### config.mk
export PLATFORM = sky130hd
export DESIGN_NAME = pkt_inject_nic
export DESIGN_NICKNAME = d
export VERILOG_FILES = /design/src/rtl/pkt_inject_nic.sv
export SDC_FILE = /design/constraint.sdc
export NUM_CORES = 1
export LEC_CHECK = 0
export CORE_MARGIN = 10
export CORE_UTILIZATION = 40
export CTS_CLUSTER_SIZE = 25
export DETAILED_ROUTE_END_ITERATION = 10
export PLACE_DENSITY = 0.59
export SLEW_MARGIN = 25
export SYNTH_ARGS = -nofsm -noshare
export SYNTH_HDL_FRONTEND = slang
export SYNTH_SLANG_ARGS = --single-unit
### constraint.sdc
create_clock -name clk -period 4.76 [get_ports clk]
set_clock_uncertainty 0.15 [all_clocks]
set_input_delay 0.952 -clock clk [delete_from_list [all_inputs] [get_ports clk]]
set_output_delay 0.952 -clock clk [all_outputs]
set_load 0.005 [all_outputs]
### src/rtl/pkt_inject_nic.sv
// pkt_inject_nic: PE-side network interface. Encodes PE send requests into
// XY-routing packets, queues them in a small FIFO and presents them one at a
// time to the router's PE input port.
//
// Handshakes:
//   PE side:     a request is taken on any rising edge where pe_valid && pe_ready.
//                pe_ready is simply !fifo_full.
//   Router side: out_req/out_data are a registered offer. They stay stable until
//                a rising edge with out_gnt high consumes the packet.
module pkt_inject_nic #(
  parameter int          DATA_WIDTH      = 64,
  parameter logic [15:0] CURRENT_ADDRESS = 16'h0000,
  parameter int          FIFO_DEPTH      = 4
) (
  input  logic                  clk,
  input  logic                  reset,
  input  logic                  pe_valid,
  output logic                  pe_ready,
  input  logic [15:0]           pe_dest,
  input  logic [31:0]           pe_payload,
  output logic                  out_req,
  output logic [DATA_WIDTH-1:0] out_data,
  input  logic                  out_gnt,
  output logic                  err,
  output logic [15:0]           sent_count,
  output logic [0:0]            dbg_state
);

  localparam int          AW    = $clog2(FIFO_DEPTH);
  localparam logic [7:0]  CUR_X = CURRENT_ADDRESS[15:8];
  localparam logic [7:0]  CUR_Y = CURRENT_ADDRESS[7:0];

  localparam logic [0:0]  IDLE  = 1'b0;
  localparam logic [0:0]  SEND  = 1'b1;

  logic [0:0]            state;
  logic                  vc;

  logic [DATA_WIDTH-1:0] mem [FIFO_DEPTH];
  logic [AW-1:0]         wptr;
  logic [AW-1:0]         rptr;
  logic [AW:0]           count;
  logic                  fifo_full;
  logic                  fifo_empty;

  logic [8:0]            dx;
  logic [8:0]            dy;
  logic [8:0]            abs_dx;
  logic [8:0]            abs_dy;
  logic                  dir_x;
  logic                  dir_y;
  logic                  hop_ovf;
  logic [63:0]           enc64;
  logic [DATA_WIDTH-1:0] enc;

  logic                  accept;
  logic                  push;
  logic                  pop;

  assign fifo_full  = (count == (AW+1)'(FIFO_DEPTH));
  assign fifo_empty = (count == '0);
  assign pe_ready   = !fifo_full;

  // Two's-complement offsets in 9 bits so the full 8-bit coordinate range fits.
  assign dx      = {1'b0, pe_dest[15:8]} - {1'b0, CUR_X};
  assign dy      = {1'b0, pe_dest[7:0]}  - {1'b0, CUR_Y};
  assign abs_dx  = dx[8] ? (9'd0 - dx) : dx;
  assign abs_dy  = dy[8] ? (9'd0 - dy) : dy;
  assign dir_x   = (pe_dest[15:8] >= CUR_X);
  assign dir_y   = (pe_dest[7:0]  >= CUR_Y);
  // Hop fields are 4 bits; anything farther cannot be encoded and is dropped.
  assign hop_ovf = (abs_dx > 9'd15) || (abs_dy > 9'd15);

  assign enc64 = {vc, dir_x, dir_y, 5'b00000, abs_dx[3:0], abs_dy[3:0],
                  CUR_X, CUR_Y, pe_payload};
  assign enc   = DATA_WIDTH'(enc64);

  assign accept = pe_valid && pe_ready;
  assign push   = accept && !hop_ovf;
  // Head leaves the FIFO whenever the output register is free or being granted.
  assign pop    = !fifo_empty && ((state == IDLE) || out_gnt);

  assign out_req   = (state == SEND);
  assign dbg_state = state;

  // FIFO storage: written on every enqueue, no reset needed on the array.
  always_ff @(posedge clk) begin
    if (push) mem[wptr] <= enc;
  end

  // FIFO pointers/count, vc toggling and overflow error pulse.
  always_ff @(posedge clk) begin
    if (reset) begin
      wptr  <= '0;
      rptr  <= '0;
      count <= '0;
      vc    <= 1'b0;
      err   <= 1'b0;
    end else begin
      if (push) wptr <= wptr + 1'b1;
      if (pop)  rptr <= rptr + 1'b1;
      if (push && !pop)      count <= count + 1'b1;
      else if (pop && !push) count <= count - 1'b1;
      if (push) vc <= !vc;
      err <= accept && hop_ovf;
    end
  end

  // Output FSM: IDLE waits for a queued packet, SEND holds it until granted.
  always_ff @(posedge clk) begin
    if (reset) begin
      state    <= IDLE;
      out_data <= '0;
    end else begin
      case (state)
        IDLE: begin
          if (!fifo_empty) begin
            out_data <= mem[rptr];
            state    <= SEND;
          end
        end
        SEND: begin
          if (out_gnt) begin
            if (!fifo_empty) out_data <= mem[rptr];
            else             state    <= IDLE;
          end
        end
        default: state <= IDLE;
      endcase
    end
  end

  // Count packets actually consumed by the router.
  always_ff @(posedge clk) begin
    if (reset)                  sent_count <= '0;
    else if (out_req && out_gnt) sent_count <= sent_count + 16'd1;
  end

endmodule

==> results of run 1 <==
==> per-layer routing <==
layer / vias to the layer above / share of wire (%) / GRT usage, %
li1: 2269 / - / -
met1: 2385 / 42 / 15.2
met2: 129 / 49 / 21.5
met3: 28 / 7.5 / 3.98
met4: 0 / 1.5 / 3.03
met5: - / 0 / 0
==> path summary, 6_finish.rpt <==
kind                  endpoint  slack (ns)  cells after the start
setup / recovery      count[2]        1.49                     10
hold / removal    out_data[14]        0.30                      2
setup reg to reg      count[2]        2.14                      9
hold reg to reg   out_data[14]        0.30                      2
==> state kept, by name (all words and copies together), names as in the netlist, named ones only <==
name and flops:
sent_count 16, vc 1, rptr 2, err 1
count 3, wptr 2, mem 164, out_data 42
dbg_state 1
==> cell usage in the layout, fill, tap and decap left out, drive strengths merged, types with 7 or more instances in the layout <==
cell type | synthesis | layout
edfxtp | 164 | 164
clkdlybuf4s50 | 0 | 113
nand2 | 89 | 89
dfxtp | 70 | 70
a21oi | 47 | 47
mux4 | 41 | 41
clkbuf | 14 | 36
nor2 | 24 | 24
conb | 1 | 21
buf | 36 | 10
xnor2 | 9 | 9
inv | 8 | 9
nand3 | 8 | 8
xor2 | 7 | 7
==> layout make-up <==
type | count | area (um2)
Multi-Input combinational cell | 291 | 2220
Tap cell | 280 | 350
Timing Repair Buffer | 123 | 1200
Sequential cell | 234 | 6330
Inverter | 8 | 30.0
Clock buffer | 36 | 697
Fill cell | 1810 | 10800
Clock inverter | 8 | 66.3
==> where the power goes <==
| group | switching, mW | internal [mW] | total, mW |
|---|---|---|---|
| Combinational | 0.512 | 0.652 | 1.16 |
| Clock | 0.729 | 1.07 | 1.79 |
| Sequential | 0.234 | 2.36 | 2.59 |
| Total | 1.47 | 4.07 | 5.55 |
==> cell families after synthesis <==
logic type	count (synthesis)	synth area share (%)
flip-flops	234	72.0
AND/OR/NAND/NOR	151	7.74
buffers and inverters	58	3.58
AO/OA/AOI/OAI	51	2.95
multiplexers	45	11.0
XOR/XNOR	16	1.60
adder cells (fa/ha/maj)	7	1.08
other	1	0.0427
==> through the flow <==
stage	cells	power [mW]	setup WS (ns)
floorplan	583	3.25	1.51
global placement	936	3.82	1.08
detailed placement	936	3.84	0.983
CTS	980	5.64	1.51
global route	980	5.85	1.29
finish	980	5.55	1.49
==> tightest hold or removal path, stage by stage, from the launching register on <==
cell,delay (ns)
sky130_fd_sc_hd__dfxtp_1,0.30
sky130_fd_sc_hd__nand2_1,0.05
sky130_fd_sc_hd__a21oi_1,0.05
==> results.md, run 1 <==
Yosys:
- Synthesis produced 563 cells.
- Yosys attributes the largest share of cell area to sky130_fd_sc_hd__edfxtp_1 56%, sky130_fd_sc_hd__dfxtp_1 16%, sky130_fd_sc_hd__mux4_2 11%.
- The synthesized area divided by synthesized cell count is approximately 16 um2.
- The Yosys step of the flow raised 0 warnings.
- The share of synthesized area in the top cell type comes to 56.1%.
- The post-synth design cell area is between 8000 and 9000 um2.
- Counting flops with a built-in enable in the synthesized netlist gives 164.
- The number of library cell types mapped by synthesis is 37.
- The biggest area consumer among synthesized cells is sky130_fd_sc_hd__edfxtp_1.
- Of the synthesized area, sequential elements account for between 70% and 80%.
- The number of storage elements in the synthesis netlist is 234.
- After synthesis, the most frequently instantiated cells are 164 x sky130_fd_sc_hd__edfxtp_1, 89 x sky130_fd_sc_hd__nand2_1, 70 x sky130_fd_sc_hd__dfxtp_1.
- Among all cell types in the netlist, the one instantiated most often is sky130_fd_sc_hd__edfxtp_1.
- For this run, asynchronously set or reset flops after synthesis account for 0%.
- The leading register cell type out of synthesis is sky130_fd_sc_hd__edfxtp_1.

Clock network:
- The tree is rooted in a sky130_fd_sc_hd__clkbuf_16.
- The maximum count of clock buffers along a single path is 3.
- In this run the number of H-tree levels came out at 1.
- The cts-stage hold buffer count is 0.
- In this run, CTS created clock tree buffers numbering 25.
- The clock reaches the later pin of the worst-skew pair after about 0.5 ns.
- The quantity of gates resized following cts is 0.
- The clock sink count is 234.
- The clock tree from TritonCTS is built.
- The buffers inserted during post-CTS setup optimization is 0.
- After clock tree synthesis, the clock-pin slew on the worst setup and hold paths is 0.06 ns.

Outcome:
- The run finished with clean final reports.

Route:
- For this block, the via count after detailed routing is 4811.
- Before antenna repair, the detailed router went through 4 iterations.
- Dividing the detail-routed via count by the number of cells gives 4.91.
- After detailed routing, the average wire length per cell comes to 18.5 um.
- The post-detailed-routing wire length is 18100 um.
- After detailed routing, the number of remaining DRC violations is 0.
- The count of routing violations after the opening detailed-route iteration is roughly 290.
- Once detail routing completed, the nets flagged for antenna violations numbered 0.

Global routing:
- The number of global-route vias before repair is 5200.
- The global route total overflow is 0.
- The maximum number of pins on one net before global-route repair is 44.
- The aggregate global-route resource usage is approximately 13%.
- The wire length of the first global-routing pass is 28800 um.
- The number of antenna violations at the first check in global routing came to 0.

Placed design:
- Once detailed placement completed, the half-perimeter wirelength came to approximately 11000 um.
- The congestion estimate from routability-driven global placement came to 0.712.
- The number of input and output port buffers inserted is about 110.
- The cell area after placement is 10100 um2.

Run:
- The tool flagged a number of max-cap violations equal to 0.

Die:
- The area of the core region is 21700 um2.
- The number of placement rows is 54.
- The die covers 28300 um2.
- The floorplan die width is 168 um.
- Pin placement for this block handled 136 I/O pins.
- The vertical extent of the die is 168 um.
- The initial core utilization is about 40%.

Timing:
- The final critical path takes up between 60 and 70% of the cycle.
- The final setup TNS is 0 ns.
- Setup violations remaining at the end of the flow were counted as 0.
- Static timing analysis puts the maximum clock frequency at 306 MHz.
- The worst slew margin relative to its limit is 42.5%.
- The count of final hold-check violations is 0.
- Setup repair after global routing left no endpoint under its margin.
- The pin slew with the least headroom to its limit is 0.862 ns.
- The time the worst path needs with I/O delays and setup is 3.27 ns.
- The final-layout worst hold slack is 0.302 ns.
- The final count of pins violating max slew was 0.

Layout:
- The post-route standard cell area excluding fillers is 10900 um2.
- The share of post-route cells with drive strength above 1 is 14.6%.
- The share of the core filled with cells in the final layout is 50.3%.
- The net count of the finished layout is 742.
- From synthesis to final layout, the design area changed by 24.2%.
- The number of inserted diodes is 0.

Critical path:
- The cell with the largest stage delay on the worst path is sky130_fd_sc_hd__clkdlybuf4s50_1.
- The critical register-to-register path startpoint is count[0].
- The data required time at the worst endpoint is 5.04 ns.
- The delay of the slowest cell on the worst path is 0.40 ns.
- The worst setup path is of the primary input to flop kind.
- STA classifies the critical path endpoint as a flop.
- The type of element launching the critical path is a primary input.
- The critical path goes through clkdlybuf4s50_1 -> nor4_1 -> nand4_1 -> inv_1 -> ha_1 -> inv_1 -> fa_1 -> xor2_1 -> or3_1 -> a21oi_1.
- The cell family contributing the most delay on the critical path is simple AND/OR/NAND/NOR gates.
- The critical path buffer and inverter count is 3.
- The arrival time at the worst endpoint is roughly 3.6 ns.
- Among the stages of the critical path, the cell type that occurs most often is sky130_fd_sc_hd__inv_1.
- Of all nets on the critical path, the largest fanout is 5.
- The most critical setup path has its startpoint at pe_dest[6].

Pwr:
- Summed over all cells, the static leakage comes to 3.63 nW.
- In this run the power density over the cells is 509 nW/um2.
- The largest voltage drop on the vdd net is 289 uV.

Min path:
- The startpoint identified for the worst hold timing path is out_data[14].
- The worst hold path belongs to the class flop to flop.
Power figures use the tool's default switching activity.
==> run 2: changes to the inputs <==
==> constraint.sdc (replaced) <==
create_clock -name clk -period 3.4 [get_ports clk]
set_clock_uncertainty 0.15 [all_clocks]
set_input_delay 0.68 -clock clk [delete_from_list [all_inputs] [get_ports clk]]
set_output_delay 0.68 -clock clk [all_outputs]
set_load 0.005 [all_outputs]
==> results.md, run 2 (synthesis gave the netlist of run 1 again) <==
Pwr:
- The net switching power of the design is 2.07 mW (+41%).
- The overall power consumption came to 7.81 mW (+41%).
- The leakage power came to 3.67 nW (+1.1%).
- The cell internal power dissipation came to 5.74 mW (+41%).
- The part of the total power dissipated in combinational logic is 21.5% (+0.5 points).
- The clock power share is 32.4% (about the same).
- The switching part of the total power was 26.5% (-0.047 points).
- The total power divided by cell area came to 712 nW/um2 (+40%).
- The register share of total power is 46.1% (-0.6 points).
- The largest voltage drop on the vdd net is 331 uV (+14%).

Layout:
- The most flop-heavy register is mem.
- The signed area change from the synthesized netlist to the final layout is 24.8%.
- The number of inserted diodes is 0 (unchanged).
- In the layout the commonest cells are 164 x sky130_fd_sc_hd__edfxtp_1, 113 x sky130_fd_sc_hd__clkdlybuf4s50_1, 89 x sky130_fd_sc_hd__nand2_1, 68 x sky130_fd_sc_hd__dfxtp_1, 47 x sky130_fd_sc_hd__a21oi_1.
- The filler cell count in the final layout was 1832 (+1.2%).
- The post-route standard cell area excluding fillers is 11000 um2 (+0.55%).
- The flip-flop count of the largest register, all copies and words added came to 164 (unchanged).
- The most frequent standard cell in the layout excluding fill and tap cells is sky130_fd_sc_hd__edfxtp_1.
- The final standard cell count with taps included and fillers excluded is 984 (+0.41%).
- The share of the core filled with cells in the final layout came to 50.6% (+0.28 points).
- The largest registers in the layout are mem (164), out_data (42), sent_count (16).
- The share of post-route cells with drive strength above 1 is 15.5% (+0.91 points).
- The layout net count is 746 (+0.54%).

Timing:
- The final critical path takes up 85.5% of the cycle.
- The count of final hold-check violations came to 0 (unchanged).
- The final-report setup violation count is 0 (unchanged).
- The final setup TNS is 0 ns (unchanged).
- The final count of pins violating max slew was 0 (unchanged).
- The pin slew with the least headroom to its limit is 0.880 ns (+0.0179 ns).
- Timing would allow up to 344 MHz.
- The final-layout worst hold slack is 0.302 ns (-0.000101 ns).
- The least setup slack across all paths after layout is 0.493 ns (-0.997 ns).
- Setup repair after global routing left no endpoint under its margin.
- The worst slew margin relative to its limit came to 41.4% (-1.2 points).
- The time the worst path needs with I/O delays and setup is 2.91 ns.

Critical path:
- The type of element launching the critical path is a primary input.
- The data required time at the worst endpoint is 3.67 ns (-1.37 ns).
- The maximum fanout encountered on the critical timing path is 5 (unchanged).
- The critical path goes through clkdlybuf4s50_1 -> nor4_1 -> nand4_1 -> inv_1 -> ha_1 -> inv_1 -> fa_1 -> xor2_1 -> or3_1 -> a21oi_1.
- The cell with the largest stage delay on the worst path is sky130_fd_sc_hd__clkdlybuf4s50_1.
- The most prevalent standard cell on the critical path is sky130_fd_sc_hd__inv_1.
- The type of destination of the critical path is a flop.
- The kind of critical path is primary input to flop.
- The arrival time at the worst endpoint is 3.18 ns (-0.37 ns).
- The delay of the slowest cell on the worst path is 0.40 ns (about the same).

Run:
- The number of max-capacitance violations reported is 0 (unchanged).

Clock network:
- The clock network latency to the later pin of the worst-skew pair came to 0.50 ns (about the same).
- The master cell of the clock root buffer is sky130_fd_sc_hd__clkbuf_16.
- The cts-stage hold buffer count is 0 (unchanged).
- The maximum count of clock buffers along a single path is 3 (unchanged).
- The maximum level of the CTS H-tree is 1 (unchanged).
- The buffers inserted during post-CTS setup optimization came to 0 (unchanged).
- TritonCTS built the clock tree.
- The clock sink count is 234 (unchanged).
- The number of CTS-inserted buffers is 24 (-4.0%).
- The quantity of gates resized following cts is 0 (unchanged).
- The clock-pin slew on the worst setup and hold paths is 0.06 ns (about the same).

Global routing:
- The number of global-route vias before repair is 5112 (-1.7%).
- The number of antenna violations at the first check in global routing is 0 (unchanged).
- The maximum number of pins on one net before global-route repair is 44 (unchanged).
- The aggregate global-route resource usage is 12.5% (-0.12 points).
- The wire length of the first global-routing pass is 28600 um (-0.89%).
- The global route total overflow is 0 (unchanged).

Route:
- The post-detailed-routing wire length is 18200 um (+0.22%).
- The total iterations of the first detailed-routing run is 4 (unchanged).
- The average via count per standard cell is 4.98 (+1.5%).
- The count of routing violations after the opening detailed-route iteration is 296 (+0.68%).
- The count of unresolved DRC violations after routing is 0 (unchanged).
- The wire length per cell is 18.4 um (-0.19%).
- The total via count in the routed design is 4903 (+1.9%).
- The number of nets with antenna violations after detailed routing is 0 (unchanged).

Die:
- The floorplan die width came to 168 um (unchanged).
- The number of placement rows is 54 (unchanged).
- The top-level I/O count is 136 (unchanged).
- The area of the core region is 21700 um2 (unchanged).
- The initial core utilization came to 40.5% (unchanged).
- The area enclosed by the die boundary came to 28300 um2 (unchanged).
- The vertical extent of the die is 168 um (unchanged).

Min path:
- The worst hold path class is flop to flop.

Placed design:
- The global placer's final weighted congestion is 0.746 (+4.8%).
- The post-placement worst setup slack was -0.0119 ns (-0.995 ns).
- The half-perimeter wire length after placement was 11300 um (-1.5%).
- The cell area after placement is 10200 um2 (+0.47%).
- The instance count after placement with tap cells included is 941 (+0.53%).
- The number of input and output port buffers inserted is 114 (unchanged).

Outcome:
- The run finished with clean final reports.
## run 2: final cells by class
| type | count | area [um2] | share of cell area [%] |
|---|---|---|---|
| Inverter | 8 | 30.0 | 0.274 |
| Multi-Input combinational cell | 291 | 2220 | 20.3 |
| Timing Repair Buffer | 128 | 1250 | 11.4 |
| Sequential cell | 234 | 6330 | 57.7 |
| Tap cell | 280 | 350 | 3.19 |
| Clock inverter | 9 | 66.3 | 0.605 |
| Clock buffer | 34 | 709 | 6.47 |
## run 2: power groups by stage
| stage | Combinational, mW | Sequential, mW | Clock, mW |
|---|---|---|---|
| 2_1_floorplan | 1.05 | 3.50 | 0 |
| 3_3_place_gp | 1.70 | 3.67 | 0 |
| 3_5_place_dp | 1.72 | 3.68 | 0 |
| 4_1_cts | 1.73 | 3.62 | 2.60 |
| 5_1_grt | 1.85 | 3.66 | 2.72 |
| 6_report | 1.68 | 3.60 | 2.53 |
## run 2: path summary, 6_finish.rpt
path                startpoint           end  slack [ns]  cells past startpoint
setup / recovery    pe_dest[6]      count[2]        0.49                     10
hold / removal    out_data[20]  out_data[20]        0.30                      2
setup reg to reg      count[0]      count[2]        0.90                      9
hold reg to reg   out_data[20]  out_data[20]        0.30                      2
## run 2: routing by layer
layer,wire length [um],vias to the layer above,track usage (%)
li1,-,2270,-
met1,7790,2467,15.7
met2,8750,142,20.8
met3,1360,24,3.66
met4,253,0,2.95
met5,0,-,0
## run 2: worst max-delay path: cells and delay by family
kind / cells / cell delay, ns
AO/OA/AOI/OAI: 1 / 0.17
XOR/XNOR: 1 / 0.16
adder cells (fa/ha/maj): 2 / 0.59
buffers and inverters: 3 / 0.64
AND/OR/NAND/NOR: 3 / 0.94
